<file path="src/rtl/mesi_cpu_req_stage.sv">
// Per-CPU request stage in front of the MESI coherence controller.
// It buffers CPU read/write instructions and issues each one as a broadcast command held until acked.
//
//   state   | meaning
//   --------+--------------------------------------------------------------
//   ST_IDLE | no command on the bus; loads the FIFO head when one exists
//   ST_REQ  | broadcast command held on the bus until mbus_ack_i
module mesi_cpu_req_stage #(
    parameter int ADDR_WIDTH      = 32,
    parameter int MBUS_CMD_WIDTH  = 3,
    parameter int FIFO_DEPTH      = 2,
    parameter int FIFO_DEPTH_LOG2 = 1,
    parameter int TIMEOUT         = 1024
) (
    input  logic                      clk,
    input  logic                      rst,
    input  logic [3:0]                tb_ins_i,
    input  logic [ADDR_WIDTH-1:0]     tb_ins_addr_i,
    output logic                      tb_ins_ack_o,
    output logic [MBUS_CMD_WIDTH-1:0] mbus_cmd_o,
    output logic [ADDR_WIDTH-1:0]     mbus_addr_o,
    input  logic                      mbus_ack_i,
    output logic                      busy_o,
    output logic                      illegal_o,
    output logic                      err_timeout_o
);

    localparam logic [3:0] INS_RD = 4'd1;
    localparam logic [3:0] INS_WR = 4'd2;

    localparam logic [MBUS_CMD_WIDTH-1:0] CMD_NOP      = MBUS_CMD_WIDTH'(0);
    localparam logic [MBUS_CMD_WIDTH-1:0] CMD_WR_BROAD = MBUS_CMD_WIDTH'(3);
    localparam logic [MBUS_CMD_WIDTH-1:0] CMD_RD_BROAD = MBUS_CMD_WIDTH'(4);

    localparam logic [FIFO_DEPTH_LOG2-1:0] PTR_ONE  = FIFO_DEPTH_LOG2'(1);
    localparam logic [FIFO_DEPTH_LOG2:0]   CNT_ONE  = (FIFO_DEPTH_LOG2 + 1)'(1);
    localparam logic [FIFO_DEPTH_LOG2:0]   CNT_FULL = (FIFO_DEPTH_LOG2 + 1)'(FIFO_DEPTH);

    localparam logic [15:0] TMR_ONE = 16'd1;
    localparam logic [15:0] TMR_SAT = 16'(TIMEOUT - 1);
    localparam logic [15:0] TMR_PRE = 16'(TIMEOUT - 2);

    typedef enum logic {
        ST_IDLE = 1'b0,
        ST_REQ  = 1'b1
    } state_t;

    state_t                      state_q, state_d;
    logic [FIFO_DEPTH_LOG2-1:0]  wptr_q, wptr_d;
    logic [FIFO_DEPTH_LOG2-1:0]  rptr_q, rptr_d;
    logic [FIFO_DEPTH_LOG2:0]    cnt_q, cnt_d;
    logic                        fifo_wr_q   [FIFO_DEPTH];
    logic [ADDR_WIDTH-1:0]       fifo_addr_q [FIFO_DEPTH];

    logic                        ack_q, ack_d;
    logic                        ill_q, ill_d;
    logic                        busy_q, busy_d;
    logic                        err_q, err_d;
    logic [MBUS_CMD_WIDTH-1:0]   cmd_q, cmd_d;
    logic [ADDR_WIDTH-1:0]       addr_q, addr_d;
    logic [15:0]                 tmr_q, tmr_d;

    logic fifo_full;
    logic fifo_empty;
    logic ins_valid;
    logic ins_legal;
    logic accept;
    logic push;
    logic pop;

    assign fifo_full  = (cnt_q == CNT_FULL);
    assign fifo_empty = (cnt_q == '0);
    assign ins_valid  = (tb_ins_i != 4'd0);
    assign ins_legal  = (tb_ins_i == INS_RD) || (tb_ins_i == INS_WR);
    assign pop        = (state_q == ST_REQ) && mbus_ack_i;

    // A pop in the same cycle frees the slot, so a full FIFO can still accept.
    assign accept     = ins_valid && !ack_q && (!fifo_full || pop);
    assign push       = accept && ins_legal;

    always_comb begin
        ack_d  = accept;
        ill_d  = accept && !ins_legal;
        wptr_d = push ? (wptr_q + PTR_ONE) : wptr_q;
        rptr_d = pop  ? (rptr_q + PTR_ONE) : rptr_q;
        cnt_d  = cnt_q;
        case ({push, pop})
            2'b10:   cnt_d = cnt_q + CNT_ONE;
            2'b01:   cnt_d = cnt_q - CNT_ONE;
            default: cnt_d = cnt_q;
        endcase
        busy_d = !fifo_empty || (state_q != ST_IDLE);
    end

    always_comb begin
        state_d = state_q;
        cmd_d   = cmd_q;
        addr_d  = addr_q;
        tmr_d   = tmr_q;
        err_d   = err_q;
        case (state_q)
            ST_IDLE: begin
                if (!fifo_empty) begin
                    state_d = ST_REQ;
                    cmd_d   = fifo_wr_q[rptr_q] ? CMD_WR_BROAD : CMD_RD_BROAD;
                    addr_d  = fifo_addr_q[rptr_q];
                    tmr_d   = '0;
                end
            end
            ST_REQ: begin
                if (mbus_ack_i) begin
                    state_d = ST_IDLE;
                    cmd_d   = CMD_NOP;
                end else if (tmr_q != TMR_SAT) begin
                    // Counter saturates at TIMEOUT-1; the flag rises as it gets there.
                    tmr_d = tmr_q + TMR_ONE;
                    if (tmr_q == TMR_PRE) begin
                        err_d = 1'b1;
                    end
                end
            end
            default: begin
                state_d = ST_IDLE;
                cmd_d   = CMD_NOP;
            end
        endcase
    end

    always_ff @(posedge clk) begin
        if (rst) begin
            state_q <= ST_IDLE;
            wptr_q  <= '0;
            rptr_q  <= '0;
            cnt_q   <= '0;
            ack_q   <= 1'b0;
            ill_q   <= 1'b0;
            busy_q  <= 1'b0;
            err_q   <= 1'b0;
            cmd_q   <= CMD_NOP;
            addr_q  <= '0;
            tmr_q   <= '0;
        end else begin
            state_q <= state_d;
            wptr_q  <= wptr_d;
            rptr_q  <= rptr_d;
            cnt_q   <= cnt_d;
            ack_q   <= ack_d;
            ill_q   <= ill_d;
            busy_q  <= busy_d;
            err_q   <= err_d;
            cmd_q   <= cmd_d;
            addr_q  <= addr_d;
            tmr_q   <= tmr_d;
        end
    end

    always_ff @(posedge clk) begin
        if (push) begin
            fifo_wr_q[wptr_q]   <= (tb_ins_i == INS_WR);
            fifo_addr_q[wptr_q] <= tb_ins_addr_i;
        end
    end

    assign tb_ins_ack_o  = ack_q;
    assign illegal_o     = ill_q;
    assign busy_o        = busy_q;
    assign err_timeout_o = err_q;
    assign mbus_cmd_o    = cmd_q;
    assign mbus_addr_o   = addr_q;

endmodule

</file>
<file path="config.mk">
export PLATFORM = sky130hd
export DESIGN_NAME = mesi_cpu_req_stage
export DESIGN_NICKNAME = d
export VERILOG_FILES = /design/src/rtl/mesi_cpu_req_stage.sv
export SDC_FILE = /design/constraint.sdc
export NUM_CORES = 1
export LEC_CHECK = 0
export BUFFER_PORTS_ARGS = -buffer_cell sky130_fd_sc_hd__buf_2
export CORE_MARGIN = 3
export CORE_UTILIZATION = 40
export DETAILED_ROUTE_END_ITERATION = 12
export PLACE_DENSITY = 0.66
export REMOVE_ABC_BUFFERS = 1
export SYNTH_ARGS = -nofsm -noshare
export SYNTH_HDL_FRONTEND = slang
export SYNTH_SLANG_ARGS = --single-unit
</file>
<file path="constraint.sdc">
create_clock -name clk -period 8.7 [get_ports clk]
set_clock_uncertainty 0.05 [all_clocks]
set_input_delay 0.435 -clock clk [delete_from_list [all_inputs] [get_ports clk]]
set_output_delay 0.435 -clock clk [all_outputs]
set_load 0.01 [all_outputs]
</file>
After elaboration in Yosys (flattened, before gate mapping)
Memory sizes are Yosys's and may differ from the RTL's. A register that Yosys moved wholly into a read port is not among the register bits.
Cells that the tools add are included.
- register bits: 28
- RAM bits: 66
- input bits: 39
- output and inout bits: 39
- word-level logic and storage cells: 66
- memories kept: 2
- add/subtract/negate cells: 5
- equal/unequal tests: 11
- muxes and demuxes: 16
- bitwise gates (word level): 3
- reduce and logical (&&, ||, !) cells: 19
- memories (name ; depth ; bits a word ; read ports ; clocked after Yosys merged registers in ; wr ports ; RTL line ; RTL):
    fifo_addr_q ; 2 ; 32 ; 1 ; 1 ; 1 ; 53 ; logic [ADDR_WIDTH-1:0] fifo_addr_q [FIFO_DEPTH];
    fifo_wr_q ; 2 ; 1 ; 1 ; 1 ; 1 ; 52 ; logic fifo_wr_q [FIFO_DEPTH];
- operator list (kind ; count):
    two-way mux 16 bit ; 3
    case mux 16 bit (2 select lines) ; 1
    adder 16 x 1 -> 16 bit, second input constant ; 1
    == test 16 x 10 -> 1 bit, second input constant ; 1
    inequality test 16 x 10 -> 1 bit, second input constant ; 1
    two-way mux 3 bit ; 3
    two-way mux 1 bit ; 6
    inequality test 2 bit, second input constant ; 3
    case mux 3 bit (2 select lines) ; 1
    logical AND 1 bit ; 5
    == test 2 bit, second input constant ; 2
    == test 4 x 1 -> 1 bit, second input constant ; 1
    == test 4 x 2 -> 1 bit, second input constant ; 1
    logical NOT 1 bit ; 4
    case mux 2 bit (2 select lines) ; 1
    AND reduction 2 bit ; 2
    AND reduction 4 bit ; 1
    nonzero test 4 bit ; 1
    logical OR 1 bit ; 3
    inverter 1 bit ; 3
    AND reduction 3 bit ; 1
    adder 1 bit, second input constant ; 2
    adder 2 x 1 -> 2 bit, second input constant ; 1
    == test 2 x 1 -> 1 bit, second input constant ; 1
    other kinds (5) ; 5

Logic depth before layout (Yosys ltp)
Gate-level depths: netlist of the first run.
- depth after elaboration: 7
- mapped depth: 7
- mapped depth without buffers: 7

Least setup slack after synthesis of the first run
Ideal clock, no wire load.
- path type: in2reg
- from: input mbus_ack_i
- to: memory fifo_addr_q[0][0], enable pin
- setup time: 0.423 ns
- arrival time: 2.371 ns
- data required time: 8.227 ns
- path slack: 5.856 ns
- cell stages on the path: 4
- path buffers: 0
- path through: nand2_1 a31o_2 nand2b_1 nor2_1
- longest elaborated chain between the ends: 6
- RTL lines (element ; RTL line ; RTL):
    from (decl) ; 22 ; input logic mbus_ack_i,
    logical AND 1 bit ; 75 ; assign pop = (state_q == ST_REQ) && mbus_ack_i;
    logical OR 1 bit ; 78 ; assign accept = ins_valid && !ack_q && (!fifo_full || pop);
    logical AND 1 bit ; 78 ;
    logical AND 1 bit ; 79 ; assign push = accept && ins_legal;
    two-way mux 1 bit ; 158 ; if (push) begin
    two-way mux 1 bit (implied by the code) ; 160 ; fifo_addr_q[wptr_q] <= tb_ins_addr_i;
    to (decl) ; 53 ;
No other way between the ends.

Worst setup path after layout of the first run
- from: register state_q
- to: memory fifo_addr_q[0][17], enable pin
- longest elaborated chain between the ends: 6
- RTL lines (element ; RTL line ; RTL):
    from (decl) ; 48 ; state_t state_q, state_d;
    from (signal assigned) ; 143 ; state_q <= state_d;
    logical AND 1 bit ; 75 ;
    logical OR 1 bit ; 78 ;
    logical AND 1 bit ; 78 ;
    logical AND 1 bit ; 79 ;
    two-way mux 1 bit ; 158 ;
    two-way mux 1 bit (implied by the code) ; 160 ;
No other way between the ends.

==> results.md, run 1 <==
- Outcome: complete, no violations
- First-pass GRT wire length: 15000 µm
- Final setup TNS: 0 ps
- Synth Flop Type: edfxtp_1
- Maximum clock rate: 0.358 GHz
- Final period util: 32.1%
- Yosys cell types: 45
- Horiz. Die Dim: 115 µm
- Design Area, Final: 0.00593 mm²
- Wire per inst: 15.0 µm
- Pwr Density: 283 mW/mm²
- Die area: 0.0133 mm²
- Setup bufs post-CTS: 0
- DRT Wirelength: 9150 µm
- CTS tree: built
- Pint: 1.29 mW
- Ant diodes: 0
- Clock-pin slew on the worst setup and hold paths: 50 ps
- Crit path arrival time: 2770 ps
- Peak VDD IR: 0.223 mV
- WHS: 167 ps
- Pleak: 2.10 nW
- Sequential share of power: 42.0%
- DR DRC count: 0
- Largest net degree at the start of global routing: 65
- Combinational power share: 11.5%
- Sw Ratio: 23.2%
- Rel. slew slack: 31.0%
- Most common cell after layout, fill and taps aside: buf_2
- RSZ-0062 raised after global routing: no
- Vias in the first global route: 3139
- Part of the Yosys area used for sequential elements: 66.7%
- Synthesized area: 0.00477 mm²
- Number of synthesized flops with an enable pin: 66
- Placed cells: 578
- Clock Latency Late Sink: 410 ps
- Synthesis-to-finish area growth: 24.4%
- Hold Violations, Final: 0
- CTS HTree Levels: 4
- CP Class: flop to flop
- CTS Sinks: 126
- I/O Buffers: 77
- CP Launch Type: flop
- CP endpoint kind: flop
- Overflow after GRT: 0
- Final min period: 2790 ps
- Final Instance Count excl. Fillers: 610
- Post-route ant nets: 0
- All-Layer GR Usage: 14.7%
- Mean Syn Cell Area: 12.6 µm²
- Detailed-router iteration count before antenna repair: 4
- Slew Viols, Final: 0
- Max-cap violations: 0
- Psw: 0.389 mW
- Cells after synthesis: 378
- Hpwl dp: 5780 µm
- Worst Path Required: 8680 ps
- Clock Path Buffers: 2
- CP Max Fanout: 33
- CORE AREA: 0.0115 mm²
- GPL Wtd Cong: 0.842
- Vias after detailed routing: 3168
- Layout cells sized above 1: 25.1%
- Initial antenna violation count: 0
- 1st-iter DRT viols: 106
- Number of fill cells in the layout: 1029
- Clk network pwr share: 46.5%
- # setup viols final: 0
- Flops & latches, synth: 126
- Worst Hold Class: primary input to flop
- Most frequent cells in the layout: 77 x buf_2, 66 x edfxtp_1, 59 x dfxtp_1, 42 x nor2_1, 33 x a211oi_1
- Vias/cell: 5.19
- Area after DPL: 0.00528 mm²
- Ys async rst share: 0%
- I/O pins: 78
- Hold-fix buffers, CTS: 0
- Initial core utilization: 41.4%
- Die height: 115 µm
- Number of synthesis warnings: 0
- Row Count: 39
- Clock root buffer: clkbuf_16
- Post-cts resize count: 0
- Num CTS Buffers: 17
- Actual slew at the worst max-slew pin: 1030 ps
- Final nets: 496
==> critical path, stage by stage, from the launching register on <==
cell	delay (ps)
dfxtp_1	730
nand2_1	210
a31o_2	310
nand2b_1	270
nor2_4	820
==> sequential cells by signal, summed over array words and instances (netlist names), named ones only <==
| signal | flops |
|---|---|
| mbus_addr_o | 32 |
| state_q | 1 |
| busy_o | 1 |
| illegal_o | 1 |
| wptr_q | 1 |
| rptr_q | 1 |
| fifo_addr_q | 64 |
| fifo_wr_q | 2 |
| tb_ins_ack_o | 1 |
| err_timeout_o | 1 |
| tmr_q | 16 |
| mbus_cmd_o | 2 |
| cnt_q | 2 |
==> final timing paths <==
path | slack, ps | to | depth (start not counted) | start
worst max-delay path | 5910 | fifo_addr_q[0][17] | 4 | state_q
worst min-delay path | 170 | fifo_addr_q[1][11] | 1 | tb_ins_addr_i[11]
worst max register to register | 5910 | fifo_addr_q[0][17] | 4 | state_q
worst min register to register | 440 | mbus_addr_o[23] | 2 | mbus_addr_o[23]
==> metal layers <==
layer  wire length, µm  GRT usage, %  vias to the layer above
li1                  -             -                     1571
met1              4090          17.7                     1497
met2              4320          23.1                       89
met3               618          6.53                       11
met4               117          5.63                        0
met5                 0             0                        -
==> power by group through the flow <==
| stage | Sequential, mW | Combinational, mW | Clock (mW) |
|---|---|---|---|
| after floorplan | 0.727 | 0.108 | 0 |
| after global placement | 0.717 | 0.189 | 0 |
| after detailed placement | 0.719 | 0.195 | 0 |
| after CTS | 0.707 | 0.196 | 0.790 |
| after global routing | 0.712 | 0.217 | 0.819 |
| final | 0.706 | 0.193 | 0.780 |
==> per-stage QoR <==
| stage | power [mW] | utilization [%] | setup slack [ps] |
|---|---|---|---|
| after CTS | 1.69 | 51.5 | 5870 |
| after floorplan | 0.835 | - | 5630 |
| after global placement | 0.907 | 45.8 | 5930 |
| after global routing | 1.75 | 51.5 | 5690 |
| after detailed placement | 0.914 | 45.8 | 5880 |
| final | 1.68 | 51.5 | 5910 |
==> area by class of cell <==
cell class | count | area, µm² | share of cell area [%]
Multi-Input combinational cell | 224 | 1490 | 25.2
Clock buffer | 21 | 440 | 7.42
Clock inverter | 11 | 213 | 3.58
Inverter | 6 | 22.5 | 0.380
Timing Repair Buffer | 79 | 400 | 6.75
Sequential cell | 126 | 3180 | 53.7
Tap cell | 143 | 179 | 3.02
==> cells by family (layout without fill, tap and decap cells) <==
family	Yosys count	after routing	synth area share [%]
buffers and inverters	28	117	2.44
AO/OA/AOI/OAI	71	71	9.86
flip-flops	126	126	66.7
XOR/XNOR	6	6	1.10
AND/OR/NAND/NOR	111	111	12.1
multiplexers	33	33	6.95
adder cells (fa/ha/maj)	3	3	0.787
==> synth_stat cells, types with 3 or more instances <==
library cell / number / area, µm²
edfxtp_1: 66 / 1980
ha_1: 3 / 37.5
and2_1: 5 / 31.3
nand2b_1: 4 / 25.0
and4_1: 3 / 26.3
clkbuf_1: 16 / 60.1
a21oi_1: 14 / 70.1
xnor2_1: 5 / 43.8
mux2i_1: 32 / 320
o21ai_0: 13 / 65.1
a211oi_1: 33 / 248
or3_1: 7 / 43.8
or4_1: 5 / 37.5
nand4_1: 3 / 18.8
nor4_1: 3 / 18.8
nor2_1: 45 / 169
nand3_1: 8 / 40.0
buf_2: 3 / 15.0
dfxtp_1: 60 / 1200
inv_1: 6 / 22.5
nor3_1: 5 / 25.0
nand2_1: 11 / 41.3
No activity file was read; power rests on OpenSTA's default activity.
==> inputs of run 2 (changes only) <==
--- a/config.mk
+++ b/config.mk
@@ -9,7 +9,7 @@
 export CORE_MARGIN = 3
 export CORE_UTILIZATION = 40
 export DETAILED_ROUTE_END_ITERATION = 12
-export PLACE_DENSITY = 0.66
+export PLACE_DENSITY = 0.68
 export REMOVE_ABC_BUFFERS = 1
 export SYNTH_ARGS = -nofsm -noshare
 export SYNTH_HDL_FRONTEND = slang
==> constraint.sdc (replaced) <==
create_clock -name clk -period 2.3 [get_ports clk]
set_clock_uncertainty 0.05 [all_clocks]
set_input_delay 0.115 -clock clk [delete_from_list [all_inputs] [get_ports clk]]
set_output_delay 0.115 -clock clk [all_outputs]
set_load 0.01 [all_outputs]
==> results.md, run 2 (same netlist as run 1, synthesis figures left out) <==
- Worst Hold Class: primary input to flop (unchanged)
- Final setup TNS: 0 ps (unchanged)
- CTS tree: built (unchanged)
- Overflow after GRT: 0 (unchanged)
- Die height: 115 µm (unchanged)
- Area of the multi-input gates: 0.00149 mm² (unchanged)
- Most flop-heavy register: fifo_addr_q (unchanged)
- Outcome: complete, no violations (unchanged)
- Register-to-register setup slack: 260 ps (was 5910 ps)
- All-Layer GR Usage: 16.0% (was 14.7%)
- Hold-fix buffers, CTS: 38 (was 0)
- Area after DPL: 0.00536 mm² (was 0.00528 mm²)
- Final nets: 540 (was 496)
- DRT Wirelength: 9840 µm (was 9150 µm)
- Clock-pin slew on the worst setup and hold paths: 50 ps (about the same)
- Largest net degree at the start of global routing: 68 (was 65)
- Crit path arrival time: 2290 ps (was 2770 ps)
- Post-cts resize count: 0 (unchanged)
- Design Area, Final: 0.00635 mm² (was 0.00593 mm²)
- Number of fill cells in the layout: 967 (was 1029)
- First-pass GRT wire length: 16200 µm (was 15000 µm)
- FF/Latch Area: 0.00318 mm² (unchanged)
- Max reg flops: 64 (unchanged)
- Actual slew at the worst max-slew pin: 895 ps (was 1030 ps)
- Maximum clock rate: 0.490 GHz (was 0.358 GHz)
- Pwr Density: 983 mW/mm² (was 283 mW/mm²)
- Clock Latency Late Sink: 410 ps (about the same)
- Detailed-router iteration count before antenna repair: 4 (unchanged)
- Die area: 0.0133 mm² (unchanged)
- CP Class: flop to flop (unchanged)
- Synthesis-to-finish area growth: 33.1% (was 24.4%)
- I/O pins: 78 (unchanged)
- CP endpoint kind: flop (unchanged)
- Num CTS Buffers: 17 (unchanged)
- Layout cells sized above 1: 23.9% (was 25.1%)
- CP Max Fanout: 16 (was 33)
- I/O Buffers: 77 (unchanged)
- CORE AREA: 0.0115 mm² (unchanged)
- Most frequent cells in the layout: 77 x buf_2, 66 x edfxtp_1, 59 x dfxtp_1, 42 x nor2_1, 38 x dlygate4sd3_1 (was 77 x buf_2, 66 x edfxtp_1, 59 x dfxtp_1, 42 x nor2_1, 33 x a211oi_1)
- Ant diodes: 0 (unchanged)
- Initial core utilization: 41.4% (unchanged)
- Hold Violations, Final: 0 (unchanged)
- Vias/cell: 5.16 (was 5.19)
- Slew Viols, Final: 0 (unchanged)
- CP Launch Type: flop (unchanged)
- Final period util: 88.7% (was 32.1%)
- Worst Path Required: 2550 ps (was 8680 ps)
- Clock root buffer: clkbuf_16 (unchanged)
- Rel. slew slack: 40.3% (was 31.0%)
- GPL Wtd Cong: 0.789 (was 0.842)
- RSZ-0062 raised after global routing: no (unchanged)
- Most common cell after layout, fill and taps aside: buf_2 (unchanged)
- Initial antenna violation count: 0 (unchanged)
- Row Count: 39 (unchanged)
- DR DRC count: 0 (unchanged)
- # setup viols final: 0 (unchanged)
- Max-cap violations: 0 (unchanged)
- Vias after detailed routing: 3375 (was 3168)
- Pleak: 2.27 nW (was 2.10 nW)
- CTS HTree Levels: 4 (unchanged)
- Hpwl dp: 5770 µm (was 5780 µm)
- Vias in the first global route: 3306 (was 3139)
- Setup bufs post-CTS: 0 (unchanged)
- Final core occ: 55.1% (was 51.5%)
- Peak VDD IR: 0.634 mV (was 0.223 mV)
- Final min period: 2040 ps (was 2790 ps)
- Wire per inst: 15.1 µm (was 15.0 µm)
- Horiz. Die Dim: 115 µm (unchanged)
- Clock Path Buffers: 2 (unchanged)
- CTS Sinks: 126 (unchanged)
- WHS: 156 ps (was 167 ps)
- 1st-iter DRT viols: 189 (was 106)
- Post-route ant nets: 0 (unchanged)
[run 2: cell types whose count changed in the layout (fill, tap and decap cells not counted)]
cell	delta
bufinv_16	-2
clkbuf_1	+2
clkinv_2	-1
clkinv_1	-1
clkinv_4	+1
buf_12	+3
clkinvlp_4	+1
buf_4	+3
dlygate4sd3_1	+38
[run 2: area by class of cell]
type,count,area share (%)
clock buffers,23,7.05
clock inverters,9,2.52
inverters,6,0.355
multi-input cells,224,23.5
flip-flops and latches,126,50.1
well taps,143,2.82
repair buffers,123,13.6
[run 2: per-layer routing]
metal  track usage (%)  up-vias  wire [µm]  share of wire (%)
met1              19.5     1604       4230                 43
met2              25.4       99       4990                 51
met5                 0        -          0                  0
met3              6.11        9        554                5.6
li1                  -     1663          -                  -
met4              6.65        0         70               0.71
[run 2: path summary, 6_finish.rpt]
path | start | end | cells past startpoint
worst max-delay path | tmr_q[10] | tmr_q[12] | 5
worst min-delay path | tb_ins_i[0] | illegal_o | 3
worst max register to register | tmr_q[10] | tmr_q[12] | 5
worst min register to register | mbus_addr_o[21] | mbus_addr_o[21] | 2
[run 2: metrics by stage]
stage	power, mW	cells	setup slack [ps]
after floorplan	3.16	356	-768
after global placement	3.48	584	369
after detailed placement	3.50	584	278
after CTS	6.33	654	266
after global routing	6.54	654	118
final	6.24	654	260
[run 2: power breakdown]
part,internal (mW),leakage [nW],switching [mW]
sequential,2.54,1.09,0.0939
clock,1.82,0.282,0.927
combinational,0.383,0.905,0.483
[run 2: critical path, cell delays in order, from the launching register on]
cell	delay, ps
dfxtp_1	340
nor4_1	370
and4_4	300
a311o_1	540
a21oi_1	90
o32ai_1	250
==> inputs of run 3 (changes only) <==
--- a/config.mk
+++ b/config.mk
@@ -7,9 +7,10 @@
 export LEC_CHECK = 0
 export BUFFER_PORTS_ARGS = -buffer_cell sky130_fd_sc_hd__buf_2
 export CORE_MARGIN = 3
-export CORE_UTILIZATION = 40
+export CORE_UTILIZATION = 50
 export DETAILED_ROUTE_END_ITERATION = 12
-export PLACE_DENSITY = 0.68
+export GPL_ROUTABILITY_DRIVEN = 0
+export PLACE_DENSITY = 0.81
 export REMOVE_ABC_BUFFERS = 1
 export SYNTH_ARGS = -nofsm -noshare
 export SYNTH_HDL_FRONTEND = slang
==> results.md, run 3 (same netlist as run 1, synthesis figures left out) <==
- Placed cells: 569 (was 584)
- Worst Hold Class: primary input to flop (unchanged)
- CP endpoint kind: flop (unchanged)
- Pleak: 2.29 nW (was 2.27 nW)
- Ant diodes: 0 (unchanged)
- Final period util: 87.0% (was 88.7%)
- RSZ-0062 raised after global routing: no (unchanged)
- Max-cap violations: 0 (unchanged)
- Layout cells sized above 1: 25.0% (was 23.9%)
- Max reg flops: 64 (unchanged)
- CP Class: flop to flop (unchanged)
- Clock root buffer: clkbuf_8 (was clkbuf_16)
- Crit path largest cell delay: 420 ps (was 540 ps)
- Post-route ant nets: 0 (unchanged)
- # setup viols final: 0 (unchanged)
- 1st-iter DRT viols: 172 (was 189)
- CP Launch Point: cnt_q[0] (was tmr_q[10])
- Initial antenna violation count: 0 (unchanged)
- Vias after detailed routing: 3464 (was 3375)
- Peak VDD IR: 0.694 mV (was 0.634 mV)
- Final min period: 2000 ps (was 2040 ps)
- FF/Latch Area: 0.00318 mm² (unchanged)
- CTS Sinks: 126 (unchanged)
- Hold Path End: illegal_o (unchanged)
- Wire per inst: 16.0 µm (was 15.1 µm)
- Critical path depth in cells: 6 (was 5)
- CTS HTree Levels: 4 (unchanged)
- Actual slew at the worst max-slew pin: 837 ps (was 895 ps)
- Final WS setup: 299 ps (was 260 ps)
- Cell Chain, Critical Path: inv_1, a31o_2, nand2b_1, ha_1, or3_1, a21oi_1 (was nor4_1, and4_4, a311o_1, a21oi_1, o32ai_1)
- Largest net degree at the start of global routing: 47 (was 68)
- Psw: 1.61 mW (was 1.50 mW)
- CP max-delay cell: dfxtp_1 (was a311o_1)
- Register-to-register setup slack: 300 ps (was 260 ps)
- Maximum clock rate: 0.500 GHz (was 0.490 GHz)
- Clock Latency Late Sink: 510 ps (was 410 ps)
- Initial core utilization: 51.6% (was 41.4%)
- Worst Path Required: 2680 ps (was 2550 ps)
- Pint: 4.69 mW (was 4.74 mW)
- Clock-pin slew on the worst setup and hold paths: 60 ps (was 50 ps)
- CP Max Fanout: 5 (was 16)
- CORE AREA: 0.00924 mm² (was 0.0115 mm²)
- Overflow after GRT: 0 (unchanged)
- CTS tree: built (unchanged)
- Vias in the first global route: 3547 (was 3306)
- Worst hold start: tb_ins_i[0] (unchanged)
- Rel. slew slack: 44.2% (was 40.3%)
- Num CTS Buffers: 17 (unchanged)
- Detailed-router iteration count before antenna repair: 4 (unchanged)
- Pwr Density: 995 mW/mm² (was 983 mW/mm²)
- Placement Setup Slack: 290 ps (was 278 ps)
- Horiz. Die Dim: 104 µm (was 115 µm)
- DR DRC count: 0 (unchanged)
- All-Layer GR Usage: 19.8% (was 16.0%)
- Vias/cell: 5.43 (was 5.16)
- Final core occ: 68.5% (was 55.1%)
- Slew Viols, Final: 0 (unchanged)
- I/O pins: 78 (unchanged)
- Hold Crit Depth: 4 (was 3)
- Most common cell after layout, fill and taps aside: buf_2 (unchanged)
- Setup bufs post-CTS: 0 (unchanged)
- Sw Ratio: 25.6% (was 24.1%)
- Synthesis-to-finish area growth: 32.7% (was 33.1%)
- Sequential share of power: 41.9% (was 42.2%)
- Hold Violations, Final: 0 (unchanged)
- CP top delay family: simple AND/OR/NAND/NOR gates (was compound AO/OA/AOI/OAI gates)
- Cell depth of the worst flop-to-flop path: 6 (was 5)
- Area of the multi-input gates: 0.00150 mm² (was 0.00149 mm²)
- Die area: 0.0107 mm² (was 0.0133 mm²)
- Crit path arrival time: 2390 ps (was 2290 ps)
- Worst R2R End: cnt_q[1] (was tmr_q[12])
- Final nets: 538 (was 540)
- Hpwl dp: 5990 µm (was 5770 µm)
- Clock Path Buffers: 2 (unchanged)
- Clk network pwr share: 44.4% (was 44.0%)
- DRT Wirelength: 10200 µm (was 9840 µm)
- Final Instance Count excl. Fillers: 638 (was 654)
- Final Total Pwr: 6.30 mW (was 6.24 mW)
- Die height: 104 µm (was 115 µm)
- Row Count: 35 (was 39)
- CP Launch Type: flop (unchanged)
- FF-to-FF Start: cnt_q[0] (was tmr_q[10])
- Most flop-heavy register: fifo_addr_q (unchanged)
- I/O Buffers: 77 (unchanged)
- Buffers & Inverters on Critical Path: 1 (was 0)
- Most frequent cells in the layout: 77 x buf_2, 66 x edfxtp_1, 59 x dfxtp_1, 42 x nor2_1, 37 x dlygate4sd3_1 (was 77 x buf_2, 66 x edfxtp_1, 59 x dfxtp_1, 42 x nor2_1, 38 x dlygate4sd3_1)
- First-pass GRT wire length: 16900 µm (was 16200 µm)
- Outcome: complete, no violations (unchanged)
- Combinational power share: 13.8% (was 13.9%)
- Number of fill cells in the layout: 641 (was 967)
[run 3: cell types whose count changed in the layout (fill, tap and decap cells not counted), sizes merged]
cell	previous run	this run
dlygate4sd3	38	37
clkinvlp	3	0
buf	85	84
clkinv	1	4
inv	7	13
clkbuf	23	17
[run 3: cell type report]
type                       count  area share, %
inverter                       6          0.356
tap                          129           2.55
sequential                   126           50.3
clock buffer                  17           6.54
timing repair buffer         121           13.4
multi-input combinational    224           23.6
clock inverter                15           3.26
[run 3: stage by stage]
stage	TNS (ps)	instance area (µm²)	hold WS, ps
after floorplan	-77270	4680	134
after global placement	0	5340	253
after detailed placement	0	5340	257
after CTS	0	6330	34.5
after global routing	0	6330	71.3
final	0	6330	43.4
[run 3: what timing repair did]
item,4_1_cts,5_1_grt
hold buffers,37,0
endpoints found under the hold margin,71,0
endpoints found under the setup margin,0,4
resized for setup,0,1
[run 3: power groups by stage]
stage                     logic, mW  registers, mW  clock network (mW)
after floorplan               0.407           2.75                   0
after global placement        0.778           2.67                   0
after detailed placement      0.810           2.68                   0
after CTS                     0.864           2.63                2.81
after global routing          0.957           2.65                2.94
final                         0.867           2.64                2.79
[run 3: worst max-delay path by stage]
stage,end,slack [ps]
2_1_floorplan,fifo_addr_q[0][0],-770
3_3_place_gp,tmr_q[11],370
3_5_place_dp,tmr_q[12],290
4_1_cts,tmr_q[12],270
5_1_grt,cnt_q[1],190
6_report,cnt_q[1],300
[run 3: worst reg2reg max path, stage by stage, from the launching register on]
cell and delay (ps):
dfxtp_1 420, inv_1 70, a31o_2 220, nand2b_1 260, ha_1 390, or3_1 380
a21oi_1 140
[run 3: layer usage]
metal	vias up	GRT usage [%]	wire length [µm]
li1	1651	-	-
met3	23	6.92	630
met4	0	8.93	214
met1	1680	22.3	4220
met2	110	34.1	5130
met5	-	0	0
